<file path="src/rtl/trace_pkg.sv">
// Entry type shared by the trace capture FIFO and its storage.
// TRACE_BUFFER_TSTAMP_EN adds a 32-bit cycle stamp field to every entry.
package trace_pkg;

  localparam int DROP_CNT_W = 16;

  typedef struct packed {
`ifdef TRACE_BUFFER_TSTAMP_EN
    logic [31:0] tstamp;
`endif
    logic [31:0] addr;
    logic [31:0] inst;
    logic [31:0] data;
  } trace_entry_t;

endpackage

</file>
<file path="src/rtl/trace_buffer_mem.sv">
// Entry storage for the trace FIFO: one synchronous write port, one asynchronous read port.
// Contents are never reset; occupancy tracking in the parent decides what is valid.
module trace_buffer_mem
  import trace_pkg::*;
#(
  parameter int DEPTH = 8,
  localparam int AW = $clog2(DEPTH)
) (
  input  logic          clk,
  input  logic          we_i,
  input  logic [AW-1:0] waddr_i,
  input  trace_entry_t  wdata_i,
  input  logic [AW-1:0] raddr_i,
  output trace_entry_t  rdata_o
);

  trace_entry_t mem_q [DEPTH];

  always_ff @(posedge clk) begin
    if (we_i) begin
      mem_q[waddr_i] <= wdata_i;
    end
  end

  assign rdata_o = mem_q[raddr_i];

endmodule

</file>
<file path="src/rtl/trace_buffer.sv">
// Capture FIFO behind the processor trace port: drops on overflow, flags and counts drops.
// Define TRACE_BUFFER_TSTAMP_EN to stamp each entry with a free-running cycle count.
module trace_buffer
  import trace_pkg::*;
#(
  parameter int DEPTH = 8
) (
  input  logic                         clk,
  input  logic                         rst,
  input  logic                         clr,
  input  logic                         trace_val,
  input  logic [31:0]                  trace_addr,
  input  logic [31:0]                  trace_inst,
  input  logic [31:0]                  trace_data,
  output logic                         deq_val,
  input  logic                         deq_rdy,
  output logic [31:0]                  deq_addr,
  output logic [31:0]                  deq_inst,
  output logic [31:0]                  deq_data,
`ifdef TRACE_BUFFER_TSTAMP_EN
  output logic [31:0]                  deq_tstamp,
`endif
  output logic [$clog2(DEPTH+1)-1:0]   count,
  output logic                         overflow,
  output logic [DROP_CNT_W-1:0]        drop_cnt
);

  localparam int AW = $clog2(DEPTH);
  localparam int CW = $clog2(DEPTH+1);
  localparam logic [CW-1:0] FULL_CNT = CW'(DEPTH);

  logic [AW-1:0]         wp_q, wp_d, rp_q, rp_d;
  logic [CW-1:0]         count_q, count_d;
  logic                  overflow_q, overflow_d;
  logic [DROP_CNT_W-1:0] drop_cnt_q, drop_cnt_d;
  logic                  full, deq_fire, enq, mem_we;
  trace_entry_t          wr_entry, rd_entry;

  assign full     = (count_q == FULL_CNT);
  assign deq_val  = (count_q != '0);
  assign deq_fire = deq_val && deq_rdy;
  // A full buffer still accepts when the head retires in the same cycle.
  assign enq      = trace_val && (!full || deq_fire);
  assign mem_we   = enq && !clr;

  always_comb begin
    wp_d       = wp_q;
    rp_d       = rp_q;
    count_d    = count_q;
    overflow_d = overflow_q;
    drop_cnt_d = drop_cnt_q;
    if (clr) begin
      wp_d       = '0;
      rp_d       = '0;
      count_d    = '0;
      overflow_d = 1'b0;
      drop_cnt_d = '0;
    end else begin
      if (enq)      wp_d = wp_q + AW'(1);
      if (deq_fire) rp_d = rp_q + AW'(1);
      case ({enq, deq_fire})
        2'b10:   count_d = count_q + CW'(1);
        2'b01:   count_d = count_q - CW'(1);
        default: count_d = count_q;
      endcase
      if (trace_val && !enq) begin
        overflow_d = 1'b1;
        if (drop_cnt_q != '1) drop_cnt_d = drop_cnt_q + DROP_CNT_W'(1);
      end
    end
  end

  always_ff @(posedge clk or negedge rst) begin
    if (!rst) begin
      wp_q       <= '0;
      rp_q       <= '0;
      count_q    <= '0;
      overflow_q <= 1'b0;
      drop_cnt_q <= '0;
    end else begin
      wp_q       <= wp_d;
      rp_q       <= rp_d;
      count_q    <= count_d;
      overflow_q <= overflow_d;
      drop_cnt_q <= drop_cnt_d;
    end
  end

`ifdef TRACE_BUFFER_TSTAMP_EN
  logic [31:0] cyc_q, cyc_d;

  // Runs through clr so stamps stay comparable across clears.
  assign cyc_d = cyc_q + 32'd1;

  always_ff @(posedge clk or negedge rst) begin
    if (!rst) cyc_q <= '0;
    else      cyc_q <= cyc_d;
  end
`endif

  always_comb begin
    wr_entry.addr   = trace_addr;
    wr_entry.inst   = trace_inst;
    wr_entry.data   = trace_data;
`ifdef TRACE_BUFFER_TSTAMP_EN
    wr_entry.tstamp = cyc_q;
`endif
  end

  trace_buffer_mem #(.DEPTH(DEPTH)) u_mem (
    .clk     (clk),
    .we_i    (mem_we),
    .waddr_i (wp_q),
    .wdata_i (wr_entry),
    .raddr_i (rp_q),
    .rdata_o (rd_entry)
  );

  assign deq_addr = rd_entry.addr;
  assign deq_inst = rd_entry.inst;
  assign deq_data = rd_entry.data;
`ifdef TRACE_BUFFER_TSTAMP_EN
  assign deq_tstamp = rd_entry.tstamp;
`endif

  assign count    = count_q;
  assign overflow = overflow_q;
  assign drop_cnt = drop_cnt_q;

endmodule

</file>
<file path="config.mk">
export PLATFORM = sky130hd
export DESIGN_NAME = trace_buffer
export DESIGN_NICKNAME = d
export VERILOG_FILES = /design/src/rtl/trace_pkg.sv /design/src/rtl/trace_buffer_mem.sv /design/src/rtl/trace_buffer.sv
export SDC_FILE = /design/constraint.sdc
export NUM_CORES = 1
export LEC_CHECK = 0
export CORE_MARGIN = 2
export CORE_UTILIZATION = 55
export CTS_BUF_LIST = sky130_fd_sc_hd__clkbuf_16
export DETAILED_ROUTE_END_ITERATION = 10
export GPL_TIMING_DRIVEN = 0
export PLACE_DENSITY = 0.71
export SLEW_MARGIN = 40
export SYNTH_ARGS = -nofsm -noshare
export SYNTH_HDL_FRONTEND = slang
export SYNTH_SLANG_ARGS = --single-unit
</file>
<file path="constraint.sdc">
create_clock -name clk -period 12.1 [get_ports clk]
set_clock_uncertainty 0.2 [all_clocks]
set_input_delay 3.025 -clock clk [delete_from_list [all_inputs] [get_ports clk]]
set_output_delay 3.025 -clock clk [all_outputs]
set_load 0.01 [all_outputs]
</file>
* Word level (Yosys, flattened, before mapping)
Memories as Yosys holds them, arrays and structs flattened. Cells that the tools add are included.
Cells by class: add/subtract/negate cells 5, multiply operators 0, div/mod/pow operators 0, order comparisons 0, equal/unequal tests 4, shift-type cells 0, muxes and demuxes 13, bitwise logic cells 0, reduce and logical (&&, ||, !) cells 15
Operators by type and width (count):
- two-way mux 16 bit | 3
- adder 16 x 1 -> 16 bit (second input constant) | 1
- inequality test 16 bit (second input constant) | 1
- two-way mux 3 bit | 4
- case mux 4 bit (2 select lines) | 1
- nonzero test 2 bit | 4
- adder 3 x 1 -> 3 bit (second input constant) | 2
- adder 4 x 1 -> 4 bit (second input constant) | 1
- equality test 4 bit (second input constant) | 1
- logical AND 1 bit | 4
- two-way mux 1 bit | 4
- two-way mux 4 bit | 1
- nonzero test 4 bit | 1
- subtractor 4 x 1 -> 4 bit (second input constant) | 1
- logical NOT 1 bit | 3
- nonzero test 3 bit | 1
- equality test 2 x 1 -> 1 bit (second input constant) | 1
- equality test 2 bit (second input constant) | 1
- AND reduction 2 bit | 1
- logical OR 1 bit | 1
Storage, ports and cells: register bits after elaboration 27, latch bits 0, RAM bits 768, ROM bits 0, bits of input ports 101, output and inout port bits 118, logic and storage cells 43, memories kept 1
Memory list:
- u_mem.mem_q | words 8, width 96, rd ports 1, clocked after Yosys merged registers in 0, wr ports 1, RTL line trace_buffer_mem.sv:17 | trace_entry_t mem_q [DEPTH];

* Longest topological paths before layout
Gate-level depths: netlist of run 1.
word-level depth 8, mapped depth 8, gate-level depth less buffers 8

* Cells and area by module
A second synthesis of run 1 with hierarchy kept.
Second synthesis, totals: cell total of the unflattened synthesis 1293, area, all modules 30538.0 um^2
By module, submodules not included:
- trace_buffer_mem | instances 1, cells each 1123, area each 28884.0 um^2, sequential area each 23062.1 um^2
- trace_buffer | instances 1, cells each 170, area each 1654.1 um^2, sequential area each 675.6 um^2

* Worst setup path after synthesis of run 1
No wires, ideal clock.
path type in2reg, start input deq_rdy, end memory u_mem.mem_q[0][0] (netlist bit) (enable), setup time 0.668 ns, arrival time 10.202 ns, data required time 11.232 ns, path slack 1.030 ns, cell stages on the path 4, buffers on the path 0, cell sequence nand2b_1 -> o21ai_0 -> or3_1 -> nor3_1
Between the ends: word-level cells in the longest chain between the ends 6
Ends and longest elaborated chain:
- start, declared | RTL line trace_buffer.sv:16 | input logic deq_rdy,
- logical AND 1 bit | RTL line trace_buffer.sv:41 | assign deq_fire = deq_val && deq_rdy;
- logical OR 1 bit | RTL line trace_buffer.sv:43 | assign enq = trace_val && (!full || deq_fire);
- logical AND 1 bit | RTL line trace_buffer.sv:43
- logical AND 1 bit | RTL line trace_buffer.sv:44 | assign mem_we = enq && !clr;
- two-way mux 1 bit | RTL line trace_buffer_mem.sv:20 | if (we_i) begin
- two-way mux 1 bit (implied by the code) | RTL line trace_buffer_mem.sv:21 | mem_q[waddr_i] <= wdata_i;
- end, declared | RTL line trace_buffer_mem.sv:17
No other way between the ends.

* Worst setup path after layout of run 1
start register rp_q[2], end output deq_addr[20]
Between the ends: word-level cells in the longest chain between the ends 1
Ends and longest elaborated chain:
- start, declared | RTL line trace_buffer.sv:32 | logic [AW-1:0] wp_q, wp_d, rp_q, rp_d;
- start signal, assigned | RTL line trace_buffer.sv:82 | rp_q <= rp_d;
- memory read (8 x 96 bit)
- end, declared | RTL line trace_buffer.sv:17 | output logic [31:0] deq_addr,
No other way between the ends.

==> metrics.md, run 1 <==
| Metric | Value |
|---|---|
| Status | finished clean |
| R2r setup slk | 8180 ps |
| Final hold violation count | 0 |
| Bufs on Longest Clock Path | 3 |
| H-Tree Level Count | 3 |
| Rows | 86 |
| Cells along the critical path | clkbuf_1 > clkbuf_1 > clkbuf_1 > mux2_2 > clkdlybuf4s50_1 |
| Final hold slack | 352 ps |
| Post-Syn Area | 30400 um2 |
| Worst setup SP type | register |
| CTS Root Cell | clkbuf_16 |
| Worst hold-check path type | reg2reg |
| FF+latch count, synth | 795 |
| Die height | 239 um |
| Final setup viols | 0 |
| Worst path most repeated cell | clkbuf_1 |
| Post-Syn Area per Cell | 23.5 um2 |
| Core area | 54900 um2 |
| RSZ-0062 raised after global routing | no |
| Largest net degree at the start of global routing | 28 |
| Syn_nets | 1399 |
| Initial core utilization | 0.554 |
| WL final | 63000 um |
| Vias post-DR | 14700 |
| Critical path peak fanout | 10 |
| Final core utilization | 0.677 |
| Final routed DRC violation total | 0 |
| Routed length per instance | 25.9 um |
| Layout fillers | 3448 |
| R2R Path Start | count[0] |
| First-pass GRT wire length | 94500 um |
| RR Endpoint | u_mem.mem_q[1][52] |
| Setup bufs post-CTS | 0 |
| VDD IR max | 141 uV |
| Drt initial violations | 1333 |
| Slowest cell on crit path | clkbuf_1 |
| Fin. max-slew vios | 0 |
| Resize count post-CTS | 0 |
| Min-delay src | overflow |
| Antenna Nets Post-Route | 0 |
| # port buffers | 218 |
| CTS tree | built |
| Final Cycle Share | 0.577 |
| P_leak | 11.9 nW |
| Synthesized netlist cell count | 1292 |
| Post-DP HPWL | 41200 um |
| Critical path type | reg2out |
| Number of flops mapped to enable cells by yosys | 768 |
| Cells on worst reg2reg path | 11 |
| Max-cap violations | 0 |
| GPL Wtd Cong | 0.790 |
| Worst Path Arrival | 3750 ps |
| Final worst path period need | 6980 ps |
| Sequential fraction of the synthesis area | 0.781 |
| Hold-fix buffers, CTS | 0 |
| Power density cells | 185 nW/um2 |
| Vias/cell | 6.02 |
| Dominant synthesized flop cell | edfxtp_1 |
| Slew @ Worst Pin | 812 ps |
| Hold Path Sink | overflow |
| Vias in the first global route | 15100 |
| FFs w/ async S/R, synth | 0.0340 |
| Share of layout cells above drive strength 1 | 0.294 |
| Clk sinks | 795 |
| Worst-path clk slew | 60 ps |
| Area growth syn-to-layout | 22.3% |
| Overall routing resource usage | 0.227 |
| Max transition margin | 0.458 |
| Layout Nets | 1780 |
| Yosys warns | 0 |
| Max stage delay on crit path | 680 ps |
| Chip Width | 239 um |
| Endpoint class of the critical path | output port |
| Max Fclk | 0.143 GHz |
| Crit path required time | 8880 ps |
| Clock Latency Late Sink | 610 ps |
| Final setup TNS | 0 ps |
| Worst hold path depth | 2 |
| Inserted Clock Buffers | 79 |
| Initial antenna violation count | 11 |
| Die ar. | 57100 um2 |
| Detailed Routing Iterations Pass 1 | 5 |
| Num ports | 219 |
| Unique masters post-synth | 50 |
| Total overflow reported by the global router | 0 |
| Post-layout power | 6.87 mW |
cells in the final DEF (no fill, tap or decap), types with 4 or more instances in the layout:
cell type and count:
buf_4 20, nor2_4 6, nand2b_1 4, bufinv_16 4, inv_6 4, clkdlybuf4s50_1 217, ha_1 5, clkbuf_1 30
buf_1 6, a21oi_1 14, o31ai_1 8, inv_1 26, dfrtp_1 27, nand3_1 6, buf_2 39, buf_16 29
clkinv_2 9, nor3_1 6, buf_8 14, or3_1 4, clkinv_1 19, or4_1 8, mux4_2 192, xor2_1 4
clkbuf_16 81, nor2_1 10, nand2_1 13, edfxtp_1 768, mux2_2 97
synth_stat cells (2+ instances only):
cell type / n / area share
a21oi_1: 14 / 0.0023
a41o_1: 2 / 0.00066
buf_1: 7 / 0.00087
clkbuf_1: 33 / 0.0041
o211ai_1: 3 / 0.00074
and3_1: 3 / 0.00062
dfrtp_1: 27 / 0.022
and4_1: 3 / 0.00087
nor3_1: 8 / 0.0013
o21ai_0: 3 / 0.00049
xor2_1: 4 / 0.0012
a311o_1: 2 / 0.00066
mux2_2: 97 / 0.036
mux4_2: 192 / 0.14
or3_1: 4 / 0.00082
o31ai_1: 8 / 0.0020
buf_2: 19 / 0.0031
edfxtp_1: 768 / 0.76
o41ai_1: 2 / 0.00058
nand3_1: 6 / 0.00099
a2111oi_0: 3 / 0.00087
nand4_1: 3 / 0.00062
nand2_1: 13 / 0.0016
inv_1: 8 / 0.00099
nor2b_1: 3 / 0.00062
ha_1: 5 / 0.0021
nor4_2: 2 / 0.00082
a31oi_1: 2 / 0.00041
or4_1: 8 / 0.0020
nor2_1: 16 / 0.0020
nand2b_1: 4 / 0.00082
a21o_1: 2 / 0.00049
final cells by class:
type / count / area, um2 / share of cell area
inverter: 8 / 30.0 / 0.000808
antenna: 1 / 2.50 / 0.0000673
buffer: 59 / 250 / 0.00673
clock inverter: 57 / 363 / 0.00977
timing repair buffer: 300 / 3440 / 0.0925
sequential: 795 / 23700 / 0.639
clock buffer: 81 / 2030 / 0.0546
tap: 704 / 881 / 0.0237
multi-input combinational: 430 / 6430 / 0.173
worst max path at each step:
stage	from	end	slack (ps)	cells past startpoint
after floorplan	deq_rdy	u_mem.mem_q[0][0]	1030	4
after global placement	deq_rdy	u_mem.mem_q[0][61]	-6130	5
after detailed placement	clr	u_mem.mem_q[1][61]	5140	12
after CTS	rp_q[2]	deq_addr[0]	5030	5
after global routing	rp_q[2]	deq_addr[0]	4970	5
final	rp_q[2]	deq_addr[20]	5120	5
metrics by stage:
step	instance area [um2]	worst slack [ps]	instances
floorplan	30400	1030	1292
global placement	33400	-6130	2214
detailed placement	34800	5140	2296
CTS	37100	5030	2434
global route	37200	4970	2435
finish	37200	5120	2435
critical path: cells and delay by family, from the launching register on:
family | cells | cell delay (ps)
buffers and inverters | 4 | 2370
DFF | 1 | 320
muxes | 1 | 440
logic make-up after synthesis:
| group | after synthesis | share of synthesized area |
|---|---|---|
| mux | 290 | 0.179 |
| compound gates | 48 | 0.0112 |
| buf+inv | 67 | 0.00906 |
| fa+ha+maj | 6 | 0.00272 |
| simple gates | 81 | 0.0156 |
| xor+xnor | 5 | 0.00144 |
| flops | 795 | 0.781 |
sequential cells by signal (all words and copies together) (netlist names):
signal,cells
drop_cnt,16
rp_q,3
overflow,1
count,4
u_mem.mem_q,768
wp_q,3
metal layers:
layer	vias to the layer above	routed length [um]	GRT usage
li1	6302	-	-
met1	7740	25500	0.312
met2	475	31400	0.364
met3	122	4450	0.0585
met4	18	1530	0.0669
met5	-	110	0
where the power goes:
group | switching [mW] | internal, mW
clock network | 0.974 | 1.29
logic | 0.667 | 0.827
registers | 0.0277 | 3.09
total | 1.67 | 5.21
Power figures use the tool's default switching activity.
==> run 2, diff against run 1 <==
clock period = 7 ns   (was 12.1 ns; I/O delays follow)
==> run 2 against run 1 <==
- flip-flop and latch count did not move
- setup slack worse by 3800 ps
- combinational power up 74%
- count of clock-buffer cells in the layout is 1 higher
- via count fell by 0.83%
- hold slack got worse by 49 ps
- cell count is 0.57% lower
- clock power rose by 80%
- largest cell class unchanged
- largest power group unchanged
- highest routed layer unchanged
==> metrics.md, run 2 (synthesis gave the netlist of run 1 again) <==
| Metric | Value |
|---|---|
| Resize count post-CTS | 0 (unchanged) |
| Initial antenna violation count | 7 (was 11) |
| Vias in the first global route | 15200 (was 15100) |
| RR Endpoint | u_mem.mem_q[0][61] (was u_mem.mem_q[1][52]) |
| Post-DP HPWL | 40300 um (was 41200 um) |
| Family with the most delay on the worst path | buffers and inverters (unchanged) |
| Worst-path clk slew | 60 ps (about the same) |
| Inserted Clock Buffers | 79 (unchanged) |
| First-pass GRT wire length | 94600 um (was 94500 um) |
| Max Fclk | 0.177 GHz |
| Setup bufs post-CTS | 0 (unchanged) |
| Worst slack, placed | 1850 ps (was 5140 ps) |
| GPL Wtd Cong | 0.825 (was 0.790) |
| Layout Nets | 1766 (was 1780) |
| Critical path peak fanout | 10 (unchanged) |
| Most frequent cells in the layout | 768 x edfxtp_1, 217 x clkdlybuf4s50_1, 192 x mux4_2, 97 x mux2_2, 82 x clkbuf_16 (was 768 x edfxtp_1, 217 x clkdlybuf4s50_1, 192 x mux4_2, 97 x mux2_2, 81 x clkbuf_16) |
| Share of layout cells above drive strength 1 | 0.293 (was 0.294) |
| Largest net degree at the start of global routing | 28 (unchanged) |
| Die ar. | 57100 um2 (unchanged) |
| Largest register FFs | 768 (unchanged) |
| Hold-fix buffers, CTS | 0 (unchanged) |
| Clock Latency Late Sink | 600 ps (was 610 ps) |
| Placed Cells | 2282 (was 2296) |
| Final Cycle Share | 0.806 |
| Crit path required time | 5050 ps (was 8880 ps) |
| Critical path type | reg2out (unchanged) |
| M3 GR Usage | 0.0443 (was 0.0585) |
| Antenna Nets Post-Route | 0 (unchanged) |
| Int Pwr | 9.14 mW (was 5.21 mW) |
| Min-delay src | overflow (unchanged) |
| Worst setup SP type | register (unchanged) |
| # port buffers | 218 (unchanged) |
| Finished Layout Cells | 2421 (was 2435) |
| Clock Power Share | 0.339 (was 0.330) |
| Power density cells | 324 nW/um2 (was 185 nW/um2) |
| RSZ-0062 raised after global routing | no (unchanged) |
| Overall routing resource usage | 0.228 (was 0.227) |
| Bufs on Longest Clock Path | 3 (unchanged) |
| Status | finished clean (unchanged) |
| Cells on worst reg2reg path | 9 (was 11) |
| Max transition margin | 0.443 (was 0.458) |
| Vias/cell | 6.00 (was 6.02) |
| Fin. max-slew vios | 0 (unchanged) |
| Psw | 2.92 mW (was 1.67 mW) |
| R2R Path Start | count[0] (unchanged) |
| Num ports | 219 (unchanged) |
| Routed length per instance | 26.3 um (was 25.9 um) |
| Sequential Power Share | 0.446 (was 0.453) |
| Final routed DRC violation total | 0 (unchanged) |
| Drt initial violations | 1381 (was 1333) |
| Max-cap violations | 0 (unchanged) |
| CTS Root Cell | clkbuf_16 (unchanged) |
| Detailed Routing Iterations Pass 1 | 5 (unchanged) |
| Buffers & Inverters on Critical Path | 4 (unchanged) |
| Die height | 239 um (unchanged) |
| Worst hold-check path type | reg2reg (unchanged) |
| Top reg by flops | u_mem.mem_q (unchanged) |
| Max stage delay on crit path | 640 ps (was 680 ps) |
| CTS tree | built (unchanged) |
| Final worst path period need | 5640 ps |
| Rows | 86 (unchanged) |
| Layout fillers | 3435 (was 3448) |
| Slack of the critical path | 1360 ps (was 5120 ps) |
| Final setup TNS | 0 ps (unchanged) |
| Core area | 54900 um2 (unchanged) |
| Top Usage Layer GRT | met2 (unchanged) |
| Slowest cell on crit path | clkbuf_1 (unchanged) |
| Met2 Track Usage GR | 0.374 (was 0.364) |
| Final hold violation count | 0 (unchanged) |
| Met1 track demand over resource | 0.316 (was 0.312) |
| Total overflow reported by the global router | 0 (unchanged) |
| Register area | 23700 um2 (unchanged) |
| Final setup viols | 0 (unchanged) |
| Hold Path Sink | overflow (unchanged) |
| Initial core utilization | 0.554 (unchanged) |
| Gate power share | 0.215 (was 0.217) |
| Area occupied by multi-input gates | 6440 um2 (was 6430 um2) |
| Worst path most repeated cell | clkbuf_1 (unchanged) |
| Worst Path Arrival | 3690 ps (was 3750 ps) |
| Final hold slack | 303 ps (was 352 ps) |
| Chip Width | 239 um (unchanged) |
| Clk sinks | 795 (unchanged) |
| Worst hold path depth | 2 (unchanged) |
| Slew @ Worst Pin | 835 ps (was 812 ps) |
| Endpoint class of the critical path | output port (unchanged) |
| Post-layout power | 12.1 mW (was 6.87 mW) |
| Most common cell after layout, fill and taps aside | edfxtp_1 (unchanged) |
| Area growth syn-to-layout | 22.6% (was 22.3%) |
| R2r setup slk | 3560 ps (was 8180 ps) |
| Cells along the critical path | clkbuf_1 > clkbuf_1 > clkbuf_1 > mux2_2 > clkdlybuf4s50_1 (unchanged) |
| H-Tree Level Count | 3 (unchanged) |
| P_leak | 11.8 nW (was 11.9 nW) |
| VDD IR max | 193 uV (was 141 uV) |
| Sw frac | 0.242 (was 0.243) |
| Vias post-DR | 14500 (was 14700) |
| WL final | 63600 um (was 63000 um) |
[run 2: power by group through the flow]
stage / logic (mW) / registers (mW) / clock network (mW)
final: 2.59 / 5.38 / 4.09
after global placement: 2.56 / 5.50 / 0
after floorplan: 1.58 / 5.48 / 0
after global routing: 2.77 / 5.39 / 4.35
after detailed placement: 2.63 / 5.48 / 0
after CTS: 2.65 / 5.38 / 4.16
[run 2: per-layer routing]
metal  part of all wire  wire (um)
met1               0.41      26200
met2               0.50      32100
met3              0.062       3930
met4              0.020       1280
met5             0.0011         69
[run 2: cell type report]
| type | count | area share |
|---|---|---|
| Buffer | 59 | 0.00672 |
| Clock buffer | 82 | 0.0551 |
| Multi-Input combinational cell | 430 | 0.173 |
| Antenna cell | 3 | 0.000202 |
| Timing Repair Buffer | 286 | 0.0915 |
| Clock inverter | 54 | 0.0119 |
| Inverter | 8 | 0.000806 |
| Sequential cell | 795 | 0.637 |
| Tap cell | 704 | 0.0236 |
[run 2: worst min-delay path: cells and delay by family (launching register included)]
kind / cells / cell delay [ps]
flops: 1 / 340
simple gates: 1 / 80
compound gates: 1 / 40
[run 2: through the flow]
stage	utilization	area, um2
after floorplan	-	30400
after global placement	0.610	33500
after detailed placement	0.633	34700
after CTS	0.678	37200
after global routing	0.679	37200
final	0.679	37200
[run 2: worst max-delay path by stage]
stage                       start            endpoint  slack [ps]  cells past startpoint
final                     rp_q[2]         deq_addr[3]        1360                      5
after global routing      rp_q[2]        deq_inst[26]        1130                      5
after CTS                 rp_q[2]        deq_inst[26]        1180                      5
after detailed placement  rp_q[2]        deq_inst[31]        1850                      5
after global placement    deq_rdy  u_mem.mem_q[6][56]       -4950                      5
after floorplan           deq_rdy   u_mem.mem_q[2][0]        -210                      4
